==> src/rtl/rvc_asap_mem_region_router.sv <==
// rvc_asap data-side router: decodes D-port requests onto memory regions
// and returns read responses in issue order across mixed region latencies.
module rvc_asap_mem_region_router #(
    parameter int NUM_REGIONS = 3,
    parameter int ADDR_W      = 32,
    parameter int DATA_W      = 32,
    parameter int MAX_LAT     = 2,
    parameter logic [NUM_REGIONS*ADDR_W-1:0] REGION_FLOOR =
        {32'h0040_0000, 32'h0000_3000, 32'h0000_1000},
    parameter logic [NUM_REGIONS*ADDR_W-1:0] REGION_ROOF =
        {32'h0040_FFFF, 32'h0000_33FF, 32'h0000_1FFF},
    parameter logic [NUM_REGIONS*3-1:0] REGION_LAT =
        {3'd2, 3'd1, 3'd1}
) (
    input  logic                          clk_i,
    input  logic                          rst_ni,
    input  logic                          req_valid_i,
    output logic                          req_ready_o,
    input  logic [ADDR_W-1:0]             req_addr_i,
    input  logic [DATA_W-1:0]             req_wr_data_i,
    input  logic [DATA_W/8-1:0]           req_byte_en_i,
    input  logic                          req_wr_en_i,
    output logic [ADDR_W-1:0]             reg_addr_o,
    output logic [DATA_W-1:0]             reg_wr_data_o,
    output logic [DATA_W/8-1:0]           reg_byte_en_o,
    output logic [NUM_REGIONS-1:0]        reg_wr_en_o,
    output logic [NUM_REGIONS-1:0]        reg_rd_en_o,
    input  logic [NUM_REGIONS*DATA_W-1:0] reg_rd_data_i,
    output logic                          rsp_valid_o,
    output logic [DATA_W-1:0]             rsp_data_o,
    output logic                          rsp_fault_o,
    output logic [7:0]                    fault_cnt_o,
    output logic [ADDR_W-1:0]             fault_addr_o
);

    localparam int IW = (NUM_REGIONS > 1) ? $clog2(NUM_REGIONS) : 1;
    localparam int NS = (MAX_LAT > 1) ? MAX_LAT - 1 : 1;

    logic          hit;
    logic [IW-1:0] hit_idx;
    logic [2:0]    hit_lat;
    logic          blocked;
    logic          issue;
    logic          rd_issue;
    logic          wr_issue;

    // Slot j holds a read whose data is sampled j+1 cycles from now.
    logic [NS-1:0] slot_v_q,  slot_v_d;
    logic [NS-1:0] slot_f_q,  slot_f_d;
    logic [IW-1:0] slot_idx_q [NS];
    logic [IW-1:0] slot_idx_d [NS];

    logic              cmp_v;
    logic              cmp_f;
    logic [IW-1:0]     cmp_idx;
    logic [DATA_W-1:0] cmp_data;

    logic              rsp_valid_q;
    logic              rsp_fault_q;
    logic [DATA_W-1:0] rsp_data_q;
    logic [7:0]        fault_cnt_q;
    logic [ADDR_W-1:0] fault_addr_q;

    // Descending scan so the lowest matching index is the one kept.
    always_comb begin
        hit     = 1'b0;
        hit_idx = '0;
        hit_lat = 3'd1;
        for (int i = NUM_REGIONS - 1; i >= 0; i--) begin
            if (req_addr_i >= REGION_FLOOR[i*ADDR_W +: ADDR_W] &&
                req_addr_i <= REGION_ROOF[i*ADDR_W +: ADDR_W]) begin
                hit     = 1'b1;
                hit_idx = IW'(i);
                hit_lat = REGION_LAT[i*3 +: 3];
            end
        end
    end

    always_comb begin
        blocked = 1'b0;
        for (int j = 0; j < MAX_LAT - 1; j++) begin
            if (slot_v_q[j] && (j + 1 >= int'(hit_lat)))
                blocked = 1'b1;
        end
    end

    assign req_ready_o = req_wr_en_i || !blocked;
    assign issue       = req_valid_i && req_ready_o && rst_ni;
    assign rd_issue    = issue && !req_wr_en_i;
    assign wr_issue    = issue && req_wr_en_i;

    always_comb begin
        for (int i = 0; i < NUM_REGIONS; i++) begin
            reg_wr_en_o[i] = wr_issue && hit && (hit_idx == IW'(i));
            reg_rd_en_o[i] = rd_issue && hit && (hit_idx == IW'(i));
        end
    end

    assign reg_addr_o    = req_addr_i;
    assign reg_wr_data_o = req_wr_data_i;
    assign reg_byte_en_o = req_byte_en_i;

    always_comb begin
        slot_v_d = '0;
        slot_f_d = '0;
        for (int k = 0; k < NS; k++)
            slot_idx_d[k] = '0;
        for (int k = 0; k < MAX_LAT - 2; k++) begin
            slot_v_d[k]   = slot_v_q[k+1];
            slot_f_d[k]   = slot_f_q[k+1];
            slot_idx_d[k] = slot_idx_q[k+1];
        end
        for (int k = 0; k < MAX_LAT - 1; k++) begin
            if (rd_issue && (k + 2 == int'(hit_lat))) begin
                slot_v_d[k]   = 1'b1;
                slot_f_d[k]   = !hit;
                slot_idx_d[k] = hit_idx;
            end
        end
    end

    // Latency-1 reads (and unmapped reads) complete in their issue cycle.
    always_comb begin
        if (rd_issue && hit_lat == 3'd1) begin
            cmp_v   = 1'b1;
            cmp_f   = !hit;
            cmp_idx = hit_idx;
        end else begin
            cmp_v   = slot_v_q[0];
            cmp_f   = slot_f_q[0];
            cmp_idx = slot_idx_q[0];
        end
    end

    always_comb begin
        cmp_data = '0;
        for (int i = 0; i < NUM_REGIONS; i++) begin
            if (cmp_idx == IW'(i))
                cmp_data = reg_rd_data_i[i*DATA_W +: DATA_W];
        end
    end

    always_ff @(posedge clk_i or negedge rst_ni) begin
        if (!rst_ni) begin
            slot_v_q     <= '0;
            slot_f_q     <= '0;
            for (int k = 0; k < NS; k++)
                slot_idx_q[k] <= '0;
            rsp_valid_q  <= 1'b0;
            rsp_fault_q  <= 1'b0;
            rsp_data_q   <= '0;
            fault_cnt_q  <= '0;
            fault_addr_q <= '0;
        end else begin
            slot_v_q <= slot_v_d;
            slot_f_q <= slot_f_d;
            for (int k = 0; k < NS; k++)
                slot_idx_q[k] <= slot_idx_d[k];
            rsp_valid_q <= cmp_v;
            rsp_fault_q <= cmp_v && cmp_f;
            rsp_data_q  <= (cmp_v && !cmp_f) ? cmp_data : '0;
            if (issue && !hit) begin
                if (fault_cnt_q != 8'hFF)
                    fault_cnt_q <= fault_cnt_q + 8'd1;
                if (fault_cnt_q == 8'd0)
                    fault_addr_q <= req_addr_i;
            end
        end
    end

    assign rsp_valid_o  = rsp_valid_q;
    assign rsp_data_o   = rsp_data_q;
    assign rsp_fault_o  = rsp_fault_q;
    assign fault_cnt_o  = fault_cnt_q;
    assign fault_addr_o = fault_addr_q;

endmodule

==> config.mk <==
export PLATFORM = sky130hd
export DESIGN_NAME = rvc_asap_mem_region_router
export DESIGN_NICKNAME = d
export VERILOG_FILES = /design/src/rtl/rvc_asap_mem_region_router.sv
export SDC_FILE = /design/constraint.sdc
export NUM_CORES = 1
export LEC_CHECK = 0
export ABC_AREA = 1
export CORE_AREA = 2 2 121 123
export DETAILED_ROUTE_END_ITERATION = 8
export DIE_AREA = 0 0 123 125
export PLACE_DENSITY = 0.83
export SETUP_SLACK_MARGIN = 0.05
export SYNTH_ARGS = -nofsm -noshare
export SYNTH_HDL_FRONTEND = slang
export SYNTH_SLANG_ARGS = --single-unit
==> constraint.sdc <==
create_clock -name clk_i -period 2.93 [get_ports clk_i]
set_clock_uncertainty 0.2 [all_clocks]
set_input_delay 0.586 -clock clk_i [delete_from_list [all_inputs] [get_ports clk_i]]
set_output_delay 0.586 -clock clk_i [all_outputs]
set_load 0.02 [all_outputs]
==> metrics.yaml, run 1 <==
outcome: "finished, final reports clean"
ys.flop_type: "dfrtp_1"
synth_top_family_by_area: "simple AND/OR/NAND/NOR gates"
crit_fanout: 4
max-slew-margin-rel_pct: 60.9
synth_compound_area_share_pct: 4.11
period_minus_slack_ps: 2870
finalWirelength_mm: 14.7
fin_nets: 943
period_share_pct: 98.1
setup_viol_count_final: 0
cts_num_sinks: 78
dr.pass1.iters: 5
grt_pass1_vias: 4324
path_buf_inv: 4
clkPwrFrac_pct: 37.2
numCtsBuffers: 9
path_class: "in2out"
viasPerCell: 4.80
synthCells: 562
grt_overflow: 0
cp_slowest_stage_delay_ps: 260
grt_setup_unrepaired: "yes"
crit_required_ps: 2140
synth-simple-area-share_pct: 29.1
cts_tree: "yes"
path_clk_slew_ps: 60
seqPwrFrac_pct: 37.1
dp_slack_ps: -527
comb_power_share_pct: 25.8
multi_input_area_um2: 1640
clockBufferDepth: 2
die_w_um: 123
hold_buffers: 0
netSwitchingFraction_pct: 28.8
drive_gt1_share_pct: 14.3
final_cell_mix: "216 x clkdlybuf4s50_1, 80 x nand2_1, 78 x dfrtp_1"
areaGrowthSynthToFinish_pct: 62.0
slew_violations: 0
power_mw: 3.31
synth-seq-area-share_pct: 43.0
ys_ff_latch: 78
fin_area_um2: 7350
clock.fmax_mhz: 348
critPathArrivalTime_ps: 2090
cp-start-kind: "input port"
n_fill_cell: 1293
grt_pass1_wl_mm: 21.5
synth-edff-count: 0
synth_area_um2: 4540
cts_root_buf: "clkbuf_16"
hpwlAfterDp_mm: 11.1
drv_cap: 0
postRouteAntennaNets: 0
via_count: 4626
antenna_found_initial: 1
core_area_um2: 14200
place.gp.congestion: 0.854
synth_xor_xnor_area_share_pct: 1.35
muxShareOfSynthArea_pct: 0
tightest_slew_ps: 586
hold_ws_ps: 132
powerDensity_nw_per_um2: 450
p_int_mw: 2.36
drc: 0
yosysWarningCount: 0
clock_latency_ps: 330
wire_per_inst_um: 15.2
hold_class: "in2async"
placed_area_um2: 6940
drtIter0Drc: 209
cp_slowest_cell: "dlygate4sd2_1"
postSynthAreaPerCell_um2: 8.07
grt_max_degree: 65
grtUsageTotal_pct: 18.1
synth-adder-area-share_pct: 0.551
seqCellArea_um2: 1950
p_sw_uw: 951
p_leak_nw: 3.63
path_cells: "dlygate4sd2_1 -> nor2_1 -> nand2_1 -> nor2_4 -> buf_4 -> nand4_1 -> buf_4 -> nand2_2 -> nor2_1 -> buf_2"
die_h_um: 125
irDropWorstVdd_mv: 0.281
htree_levels: 3
ios: 317
setup_ws_ps: 56.7
hold_viol: 0
start_util_pct: 32.0
critPathTopFamily: "buffers and inverters"
rows: 44
synth_cell_types: 27
dieArea_um2: 15400
cp-end-kind: "output pin"
async_flop_share_pct: 100
port_buffers: 244
final_common_cell: "clkdlybuf4s50_1"
## layout make-up
class	instances	area share [%]
antenna	1	0.0340
clock buffer	9	3.06
timing repair buffer	302	39.5
tap	184	3.13
sequential	78	26.6
multi-input combinational	304	22.4
inverter	78	3.98
clock inverter	7	1.40
## metal layers
metal / wire [µm] / GRT usage, % / vias to the layer above
met3: 1270 / 3.19 / 33
met4: 496 / 9.43 / 0
met2: 7560 / 32.6 / 259
li1: - / - / 2203
met1: 5350 / 19.8 / 2131
met5: 0 / 0 / -
## metrics by stage
step / setup TNS (ps) / cells / utilization, %
floorplan: 0 / 563 / -
global placement: -10500 / 937 / 48.8
detailed placement: -11520 / 937 / 48.8
CTS: 0 / 956 / 51.2
global route: 0 / 963 / 51.7
finish: 0 / 963 / 51.7
## registers in the layout (all words and copies together) (netlist names)
signal and count:
fault_addr_o 32, fault_cnt_o 8, rsp_data_o 32, rsp_fault_o 1
rsp_valid_o 1, slot_f_q 1, slot_idx_q 2, slot_v_q 1
## logic make-up after synthesis
family                   after synthesis
AO/OA/AOI/OAI                         36
XOR/XNOR                               7
adder cells (fa/ha/maj)                2
buffers and inverters                181
flip-flops                            78
other                                  1
AND/OR/NAND/NOR                      257
## cells in the mapped netlist, types with 5 or more instances
master	instances	area share [%]
buf_4	68	11
clkbuf_1	13	1.1
dfrtp_1	78	43
buf_2	18	2.0
xor2_1	5	0.96
nor2_1	20	1.7
nand2_1	82	6.8
o21ai_1	32	3.5
nand3_1	68	7.5
nand4_1	67	9.2
inv_1	75	6.2
## worst reg2reg max path: cells and delay by family (launching register included)
| family | cells | cell delay, ps |
|---|---|---|
| xor+xnor | 1 | 140 |
| buf+inv | 5 | 700 |
| flops | 1 | 360 |
| simple gates | 6 | 610 |
## power groups by stage
stage	registers [mW]	logic, mW	clock network, mW
2_1_floorplan	1.33	0.363	0
3_3_place_gp	1.24	0.843	0
3_5_place_dp	1.25	0.854	0
4_1_cts	1.23	0.851	1.28
5_1_grt	1.24	0.921	1.32
6_report	1.23	0.852	1.23
## worst paths after layout
check / startpoint / endpoint / slack (ps) / depth (start not counted)
setup / recovery: req_addr_i[17] / reg_rd_en_o[0] / 60 / 10
hold / removal: rst_ni / fault_addr_o[6]$_DFFE_PN0P_ / 130 / 2
setup reg to reg: slot_v_q$_DFF_PN0_ / fault_cnt_o[5]$_DFFE_PN0P_ / 810 / 12
hold reg to reg: fault_addr_o[16]$_DFFE_PN0P_ / fault_addr_o[16]$_DFFE_PN0P_ / 290 / 2
max in group asynchronous: rst_ni / slot_v_q$_DFF_PN0_ / 1430 / 3
min in group clk_i: fault_addr_o[16]$_DFFE_PN0P_ / fault_addr_o[16]$_DFFE_PN0P_ / 290 / 2
## repair_timing
| action | in CTS | in global routing |
|---|---|---|
| cloned | 0 | 0 |
| endpoints found under the setup margin | 12 | 28 |
| pin swaps | 13 | 13 |
| buffers inserted | 3 | 6 |
| gates resized for setup | 42 | 16 |
No activity file was read; power rests on OpenSTA's default activity.
==> run 2: changes to the inputs <==
Settings changed: PLACE_DENSITY 0.83 to 0.75, SLEW_MARGIN set to 15.
==> metrics.yaml, run 2 (synthesis gave the netlist of run 1 again) <==
outcome: "finished, final reports clean"
dp_slack_ps: -605  # -77.5 ps
p_leak_nw: 3.60  # -0.83%
numPlacedInstances: 939  # +0.21%
ios: 317  # unchanged
antenna_found_initial: 1  # unchanged
clockBufferDepth: 2  # unchanged
drc: 0  # unchanged
tightest_slew_ps: 628  # +41.6 ps
grt_pass1_wl_mm: 22.1  # +2.8%
die_w_um: 123  # unchanged
hold_class: "in2async"
n_fill_cell: 1350  # +4.4%
path_class: "in2out"
reg2regPathDepth: 11  # -1
viasPerCell: 4.72  # -1.8%
irDropWorstVdd_mv: 0.201  # -28%
numCtsBuffers: 9  # unchanged
finalWirelength_mm: 14.3  # -2.5%
clock_latency_ps: 330  # about the same
port_buffers: 244  # unchanged
clock.fmax_mhz: 360  # +3.5%
critPathArrivalTime_ps: 1990  # -100 ps
hold_viol: 0  # unchanged
regToRegStartpoint: "slot_v_q$_DFF_PN0_"
multi_input_area_um2: 1640  # unchanged
utilization_pct: 51.4  # -0.34 points
cp_slowest_stage_delay_ps: 260  # about the same
grtUsageTotal_pct: 18.3  # +0.26 points
path_clk_slew_ps: 60  # about the same
hpwlAfterDp_mm: 11.1  # -0.40%
hold_ws_ps: 94.1  # -38.3 ps
period_minus_slack_ps: 2780  # -96.3 ps
path_buf_inv: 5  # +1
grt_pass1_vias: 4255  # -1.6%
max-slew-margin-rel_pct: 58.1  # -2.8 points
rows: 44  # unchanged
final_common_cell: "clkdlybuf4s50_1"
grt_overflow: 0  # unchanged
fin_cells: 959  # -0.42%
drv_cap: 0  # unchanged
grt_setup_unrepaired: "no"
postRouteAntennaNets: 0  # unchanged
fin_nets: 939  # -0.42%
critPathTopFamily: "buffers and inverters"
wire_per_inst_um: 14.9  # -2.1%
timing.rr.end: "fault_addr_o[6]$_DFFE_PN0P_"
place.gp.congestion: 0.867  # +1.4%
cp-end-kind: "output pin"
period_share_pct: 94.8  # -3.3 points
dr.pass1.iters: 4  # -1
cp-start-kind: "input port"
grt_max_degree: 65  # unchanged
seqCellArea_um2: 1950  # unchanged
powerDensity_nw_per_um2: 431  # -4.1%
cp_slowest_cell: "dlygate4sd2_1"
htree_levels: 3  # unchanged
setup_viol_count_final: 0  # unchanged
rrSetupSlack_ps: 960  # +150 ps
crit_required_ps: 2140  # about the same
via_count: 4524  # -2.2%
drive_gt1_share_pct: 14.1  # -0.18 points
slew_violations: 0  # unchanged
die_h_um: 125  # unchanged
start_util_pct: 32.0  # unchanged
tns_ps: 0  # unchanged
cts_root_buf: "clkbuf_16"
path_cells: "dlygate4sd2_1 -> nor2_2 -> nand2_2 -> nor2_4 -> nand2_4 -> buf_4 -> buf_4 -> nand4_4 -> inv_2 -> nand2_2 -> nor2_1 -> buf_4"
final_cell_mix: "218 x clkdlybuf4s50_1, 78 x nand2_1, 78 x dfrtp_1"
dieArea_um2: 15400  # unchanged
setup_ws_ps: 153  # +96.3 ps
core_area_um2: 14200  # unchanged
cts_tree: "yes"
areaGrowthSynthToFinish_pct: 60.9
drtIter0Drc: 182  # -13%
crit_fanout: 4  # unchanged
path_common_cell: "buf_4"
cts_num_sinks: 78  # unchanged
==> run 2: worst max-delay path by stage <==
| stage | from | end | slack, ps | cells after the start |
|---|---|---|---|---|
| 2_1_floorplan | req_addr_i[24] | reg_rd_en_o[1] | 500 | 7 |
| 3_3_place_gp | req_addr_i[24] | reg_rd_en_o[2] | -570 | 11 |
| 3_5_place_dp | req_addr_i[24] | reg_rd_en_o[2] | -600 | 11 |
| 4_1_cts | req_addr_i[20] | reg_rd_en_o[0] | 50 | 12 |
| 5_1_grt | req_addr_i[14] | reg_wr_en_o[1] | 60 | 8 |
| 6_report | req_addr_i[25] | reg_rd_en_o[0] | 150 | 12 |
==> run 2: repair_timing <==
item | CTS | global route
hold endpoints to repair | 0 | 0
resized for setup | 48 | 18
gates cloned | 0 | 0
hold buffers | 0 | 0
setup endpoints to repair | 8 | 9
pin swaps | 14 | 11
setup buffers | 1 | 2
==> run 2: per-layer routing <==
layer	share of wire, %	wire [µm]	global-route usage, %	vias to the layer above
met5	0	0	0	-
met4	2.4	342	5.61	0
met3	8.1	1160	4.43	32
met2	50	7160	32.8	222
met1	39	5650	21.4	2067
li1	-	-	-	2203
==> run 2: report_power, final <==
group,internal (mW),switching [mW],total (mW)
logic,0.444,0.403,0.847
clock network,0.593,0.485,1.08
registers,1.15,0.0711,1.23
total,2.19,0.959,3.15
==> run 2: final cells by class <==
type,instances,share of cell area [%]
inverter,78,4.01
multi-input combinational,304,22.5
sequential,78,26.7
timing repair buffer,298,39.6
tap,184,3.15
antenna,1,0.0343
clock buffer,9,3.08
clock inverter,7,0.874
==> run 2: metrics by stage <==
step	instance area (µm²)	power, mW
final	7300	3.15
after global placement	6950	2.09
after detailed placement	6950	2.10
after global routing	7300	3.33
after floorplan	4540	1.69
after CTS	7240	3.19
